`config.mk`:
```
export PLATFORM = sky130hd
export DESIGN_NAME = sram_async_ctrl
export DESIGN_NICKNAME = d
export VERILOG_FILES = /design/src/rtl/sram_async_ctrl.sv
export SDC_FILE = /design/constraint.sdc
export NUM_CORES = 1
export LEC_CHECK = 0
export CAP_MARGIN = 5
export CORE_MARGIN = 2
export CORE_UTILIZATION = 29
export CTS_CLUSTER_DIAMETER = 50
export DETAILED_ROUTE_END_ITERATION = 10
export RECOVER_POWER = 50
export SLEW_MARGIN = 20
export SYNTH_ARGS = -nofsm -noshare
export SYNTH_HDL_FRONTEND = slang
export SYNTH_SLANG_ARGS = --single-unit
export TNS_END_PERCENT = 5
```
`constraint.sdc`:
```
create_clock -name clk -period 1.5 [get_ports clk]
set_clock_uncertainty 0.1 [all_clocks]
set_input_delay 0.3 -clock clk [delete_from_list [all_inputs] [get_ports clk]]
set_output_delay 0.3 -clock clk [all_outputs]
set_load 0.05 [all_outputs]
```
`src/rtl/sram_async_ctrl.sv`:
```
`default_nettype none
// ============================================================================
// Module   : sram_async_ctrl
// Brief    : Synchronous valid/ready initiator for a 256K x 16 asynchronous
//            SRAM. Sequences CE_/OE_/WE_/LB_/UB_, address and data-bus drive
//            enable with programmable read/write wait states. All outputs
//            are registered.
// Options  : define SRAM_CTRL_TURNAROUND_EN to insert one TURN clock (all
//            strobes high) after every read before returning to IDLE.
// Revision : 1.0 - initial release
// ============================================================================
module sram_async_ctrl #(
    parameter int ADDR_W    = 18,
    parameter int DATA_W    = 16,
    parameter int RD_CYCLES = 2,
    parameter int WR_CYCLES = 1
) (
    input  logic              clk,
    input  logic              rst_n,
    input  logic              req_valid,
    output logic              req_ready,
    input  logic              req_we,
    input  logic [ADDR_W-1:0] req_addr,
    input  logic [DATA_W-1:0] req_wdata,
    input  logic [1:0]        req_be,
    output logic              rsp_valid,
    output logic [DATA_W-1:0] rsp_rdata,
    output logic [ADDR_W-1:0] sram_a,
    output logic [DATA_W-1:0] sram_dq_o,
    output logic              sram_dq_oe,
    input  logic [DATA_W-1:0] sram_dq_i,
    output logic              sram_ce_n,
    output logic              sram_oe_n,
    output logic              sram_we_n,
    output logic              sram_lb_n,
    output logic              sram_ub_n
);

    // Wait-state counter is sized for the longer of the two strobe phases.
    localparam int c_MAX_CYC = (RD_CYCLES > WR_CYCLES) ? RD_CYCLES : WR_CYCLES;
    localparam int c_CNT_W   = $clog2(c_MAX_CYC + 1);
    localparam int c_LANE_W  = DATA_W / 2;

    localparam logic [c_CNT_W-1:0] c_RD_LAST = c_CNT_W'(RD_CYCLES - 1);
    localparam logic [c_CNT_W-1:0] c_WR_LAST = c_CNT_W'(WR_CYCLES - 1);
    localparam logic [c_CNT_W-1:0] c_CNT_ONE = c_CNT_W'(1);

    localparam logic [2:0] c_IDLE     = 3'd0;
    localparam logic [2:0] c_RD       = 3'd1;
    localparam logic [2:0] c_WR_SETUP = 3'd2;
    localparam logic [2:0] c_WR_PULSE = 3'd3;
    localparam logic [2:0] c_WR_HOLD  = 3'd4;
`ifdef SRAM_CTRL_TURNAROUND_EN
    localparam logic [2:0] c_TURN     = 3'd5;
`endif

    logic [2:0]         r_state;
    logic [c_CNT_W-1:0] r_cnt;
    logic [1:0]         r_be;
    logic [DATA_W-1:0]  w_lane_mask;

    // Disabled byte lanes read back as zero.
    assign w_lane_mask = {{c_LANE_W{r_be[1]}}, {c_LANE_W{r_be[0]}}};

    // Controller FSM; every pin and response output is a register updated here.
    always_ff @(posedge clk) begin
        if (!rst_n) begin
            r_state    <= c_IDLE;
            r_cnt      <= '0;
            r_be       <= '0;
            req_ready  <= 1'b0;
            rsp_valid  <= 1'b0;
            rsp_rdata  <= '0;
            sram_a     <= '0;
            sram_dq_o  <= '0;
            sram_dq_oe <= 1'b0;
            sram_ce_n  <= 1'b1;
            sram_oe_n  <= 1'b1;
            sram_we_n  <= 1'b1;
            sram_lb_n  <= 1'b1;
            sram_ub_n  <= 1'b1;
        end else begin
            rsp_valid <= 1'b0;
            case (r_state)
                c_IDLE: begin
                    if (req_valid && req_ready) begin
                        req_ready <= 1'b0;
                        sram_a    <= req_addr;
                        r_be      <= req_be;
                        r_cnt     <= '0;
                        sram_ce_n <= 1'b0;
                        sram_lb_n <= ~req_be[0];
                        sram_ub_n <= ~req_be[1];
                        if (req_we) begin
                            r_state    <= c_WR_SETUP;
                            sram_dq_o  <= req_wdata;
                            sram_dq_oe <= 1'b1;
                        end else begin
                            r_state   <= c_RD;
                            sram_oe_n <= 1'b0;
                        end
                    end else begin
                        // Covers the first clock after reset release.
                        req_ready <= 1'b1;
                    end
                end
                c_RD: begin
                    if (r_cnt == c_RD_LAST) begin
                        rsp_rdata <= sram_dq_i & w_lane_mask;
                        rsp_valid <= 1'b1;
                        sram_ce_n <= 1'b1;
                        sram_oe_n <= 1'b1;
                        sram_lb_n <= 1'b1;
                        sram_ub_n <= 1'b1;
`ifdef SRAM_CTRL_TURNAROUND_EN
                        r_state   <= c_TURN;
`else
                        r_state   <= c_IDLE;
                        req_ready <= 1'b1;
`endif
                    end else begin
                        r_cnt <= r_cnt + c_CNT_ONE;
                    end
                end
                c_WR_SETUP: begin
                    r_state   <= c_WR_PULSE;
                    r_cnt     <= '0;
                    sram_we_n <= 1'b0;
                end
                c_WR_PULSE: begin
                    if (r_cnt == c_WR_LAST) begin
                        r_state   <= c_WR_HOLD;
                        sram_we_n <= 1'b1;
                    end else begin
                        r_cnt <= r_cnt + c_CNT_ONE;
                    end
                end
                c_WR_HOLD: begin
                    r_state    <= c_IDLE;
                    req_ready  <= 1'b1;
                    sram_ce_n  <= 1'b1;
                    sram_lb_n  <= 1'b1;
                    sram_ub_n  <= 1'b1;
                    sram_dq_oe <= 1'b0;
                end
`ifdef SRAM_CTRL_TURNAROUND_EN
                c_TURN: begin
                    // Strobes are already high; this clock lets the SRAM
                    // release the bus before a write may drive it.
                    r_state   <= c_IDLE;
                    req_ready <= 1'b1;
                end
`endif
                default: begin
                    r_state    <= c_IDLE;
                    req_ready  <= 1'b0;
                    sram_dq_oe <= 1'b0;
                    sram_ce_n  <= 1'b1;
                    sram_oe_n  <= 1'b1;
                    sram_we_n  <= 1'b1;
                    sram_lb_n  <= 1'b1;
                    sram_ub_n  <= 1'b1;
                end
            endcase
        end
    end

endmodule
`default_nettype wire

```
==> flow_summary.json <==
{
  "io_pins": 114,
  "rsz0062_at_grt": "yes",
  "worst_slack_ps": -30.4,
  "die_h_um": 95.4,
  "drt_iter0_drc": 128,
  "required_ps": 1640,
  "synthToLayoutAreaGrowth_pct": 66.0,
  "drc": 0,
  "post-place-ws_ps": -285,
  "drv_slew": 0,
  "cts.path.max_buffers": 2,
  "synth_ff_type": "dfxtp_1",
  "vias_per_cell": 4.59,
  "r2r_slack_ps": -30,
  "clkTransAtPathRegs_ps": 70,
  "routabilityCongestion": 0.879,
  "grt_pass1_vias": 2274,
  "syn-num-nets": 328,
  "core_mm2": 0.00818,
  "synth_cell_types": 33,
  "yosys_register_bits": 65,
  "status": "finished with violations",
  "fmax_mhz": 653,
  "synth_top_area_share_pct": 53.7,
  "clk_latency_ps": 330,
  "postCtsHoldBufs": 0,
  "numPortBuffers": 113,
  "rows": 33,
  "drive_gt1_share_pct": 29.6,
  "synth_edf_count": 0,
  "num-nets-final": 459,
  "min_period_ps": 1530,
  "worst_setup_path_end_kind": "flop",
  "p_sw_w": 0.00126,
  "synthArstFlopShare_pct": 0,
  "p_sw_share_pct": 26.2,
  "worst_hold_path_type": "reg2reg",
  "yosys.area.top_type": "dfxtp_1",
  "p_int_w": 0.00355,
  "diodes": 0,
  "yosysSeqAreaShare_pct": 53.7,
  "tightest_slew_ps": 355,
  "cap_violations": 0,
  "cts_max_level": 3,
  "antenna_left": 0,
  "num-fill-cells": 797,
  "leakagePower_nw": 1.64,
  "cts_buffers": 9,
  "p_comb_share_pct": 19.2,
  "cts_tree": "yes",
  "yosysWarnings": 0,
  "violations": "negative setup slack",
  "grt_pass1_wl_um": 11100,
  "wirelength_um": 6950,
  "slew_headroom_pct": 76.3,
  "finalSetupViolations": 6,
  "ir_drop_mv": 0.687,
  "path_max_fanout": 4,
  "grt_use_total_pct": 15.8,
  "crit_type": "reg2reg",
  "pwr-share-seq_pct": 38.9,
  "antenna_found_initial": 0,
  "critPathArrivalTime_ps": 1670,
  "vias": 2346,
  "synthesis.area_mm2": 0.00242,
  "startpoint_type": "flop",
  "die_area_mm2": 0.00910,
  "hold_viol_final": 0,
  "clockRootBuffer": "clkbuf_8",
  "die_w_um": 95.4,
  "globalRoute.totalOverflow": 0,
  "tns_ps": -52.8,
  "ys_top_cells_by_area": "dfxtp_1 (54%), nand2_1 (12%), a21oi_1 (8.5%), a22o_1 (5.8%), buf_6 (2.3%)",
  "power_density_mw_per_mm2": 1200,
  "avgRoutedWirePerCell_um": 13.6,
  "grt_max_degree": 33,
  "initial_utilization_pct": 29.6,
  "fin_crit_sh_pct": 102,
  "synthCells": 270,
  "pwr-share-clk_pct": 41.9,
  "drt-pass1-iter-count": 4,
  "dp.final_hpwl_um": 5120,
  "clkSinkCount": 65,
  "postSynthAreaPerCell_um2": 8.97
}
==> final timing paths <==
check,end,start,cells past startpoint
worst min-delay path,r_be[1]$_SDFFE_PN0P_,r_be[1]$_SDFFE_PN0P_,2
worst max-delay path,r_cnt[1]$_SDFFE_PN0P_,r_cnt[1]$_SDFFE_PN0P_,6
worst max register to register,r_cnt[1]$_SDFFE_PN0P_,r_cnt[1]$_SDFFE_PN0P_,6
worst min register to register,r_be[1]$_SDFFE_PN0P_,r_be[1]$_SDFFE_PN0P_,2
==> cell usage after synthesis (3+ instances only) <==
cell / count
nand3_1: 3
a22o_1: 16
nand2_1: 77
o21ai_0: 4
buf_6: 5
nand4_1: 3
and3_1: 4
dfxtp_1: 65
clkbuf_1: 6
buf_2: 6
a31oi_1: 4
inv_1: 4
nor2_1: 5
a21oi_1: 41
==> per-layer routing <==
layer	global-route usage [%]	vias to the layer above	part of all wire, %
met5	0	-	0
li1	-	1185	-
met1	19.7	1068	43
met4	5.36	0	1.0
met3	6.17	7	9.4
met2	24.9	86	47
==> state kept, by name, summed over array words and instances, names as in the netlist <==
name and cells:
rsp_rdata 16, sram_dq_oe 1, rsp_valid 1, r_state 3, req_ready 1, sram_oe_n 1
sram_lb_n 1, sram_we_n 1, sram_ce_n 1, sram_a 18, r_be 2, sram_dq_o 16
sram_ub_n 1, r_cnt 2
==> cell usage in the layout, fill, tap and decap left out, types with 2 or more instances in the layout <==
cell / count
nand2_1: 77
dfxtp_1: 61
clkdlybuf4s50_1: 54
clkbuf_2: 46
a21oi_1: 40
buf_4: 20
buf_12: 17
a22o_1: 16
clkbuf_8: 10
nor2_1: 5
a31oi_1: 4
bufinv_16: 4
dfxtp_2: 4
nand3_1: 3
nand4_1: 3
o21ai_0: 3
inv_2: 2
inv_1: 2
nor2_2: 2
o31ai_1: 2
and3_1: 2
and4_1: 2
nand2b_1: 2
nor3_1: 2
ha_4: 2
==> power groups by stage <==
stage / combinational (W) / clock (W) / sequential [W]
floorplan: 0.000280 / 0 / 0.00212
global placement: 0.00105 / 0 / 0.00193
detailed placement: 0.00106 / 0 / 0.00193
CTS: 0.00107 / 0.00207 / 0.00190
global route: 0.000993 / 0.00213 / 0.00188
finish: 0.000924 / 0.00202 / 0.00187
==> cells by family after synthesis <==
family / after synthesis / synth area share, %
AND/OR/NAND/NOR: 107 / 19.5
buffers and inverters: 24 / 6.40
multiplexers: 1 / 0.620
adder cells (fa/ha/maj): 2 / 1.03
flip-flops: 65 / 53.7
AO/OA/AOI/OAI: 71 / 18.8
==> timing repair <==
action | CTS | global route
setup endpoints to repair | 49 | 58
buffers inserted | 2 | 0
gates resized for setup | 11 | 7
pin swaps | 4 | 3
==> critical path, cell delays in order, from the launching register on <==
cell	delay (ps)
dfxtp_2	340
inv_4	50
ha_4	160
mux2_4	280
a221oi_4	280
nand4_1	130
o31ai_1	90
==> cell type report <==
type                            instances  area [µm²]  area share [%]
Tap cell                              105         131            3.27
Multi-Input combinational cell        181        1010            25.1
Clock buffer                           10         138            3.42
Inverter                                5        21.3           0.529
Sequential cell                        65        1310            32.5
Timing Repair Buffer                  139        1270            31.7
Clock inverter                          6         138            3.42
==> through the flow <==
| stage | std cells | utilization [%] | cell area, µm² | total power (W) | hold slack (ps) |
|---|---|---|---|---|---|
| final | 511 | 49.2 | 4020 | 0.00481 | 355 |
| after global routing | 511 | 49.2 | 4020 | 0.00500 | 369 |
| after CTS | 511 | 57.4 | 4700 | 0.00504 | 356 |
| after detailed placement | 493 | 53.5 | 4370 | 0.00299 | 346 |
| after global placement | 493 | 53.5 | 4370 | 0.00298 | 339 |
| after floorplan | 270 | - | 2420 | 0.00240 | 307 |
Power figures use the tool's default switching activity.
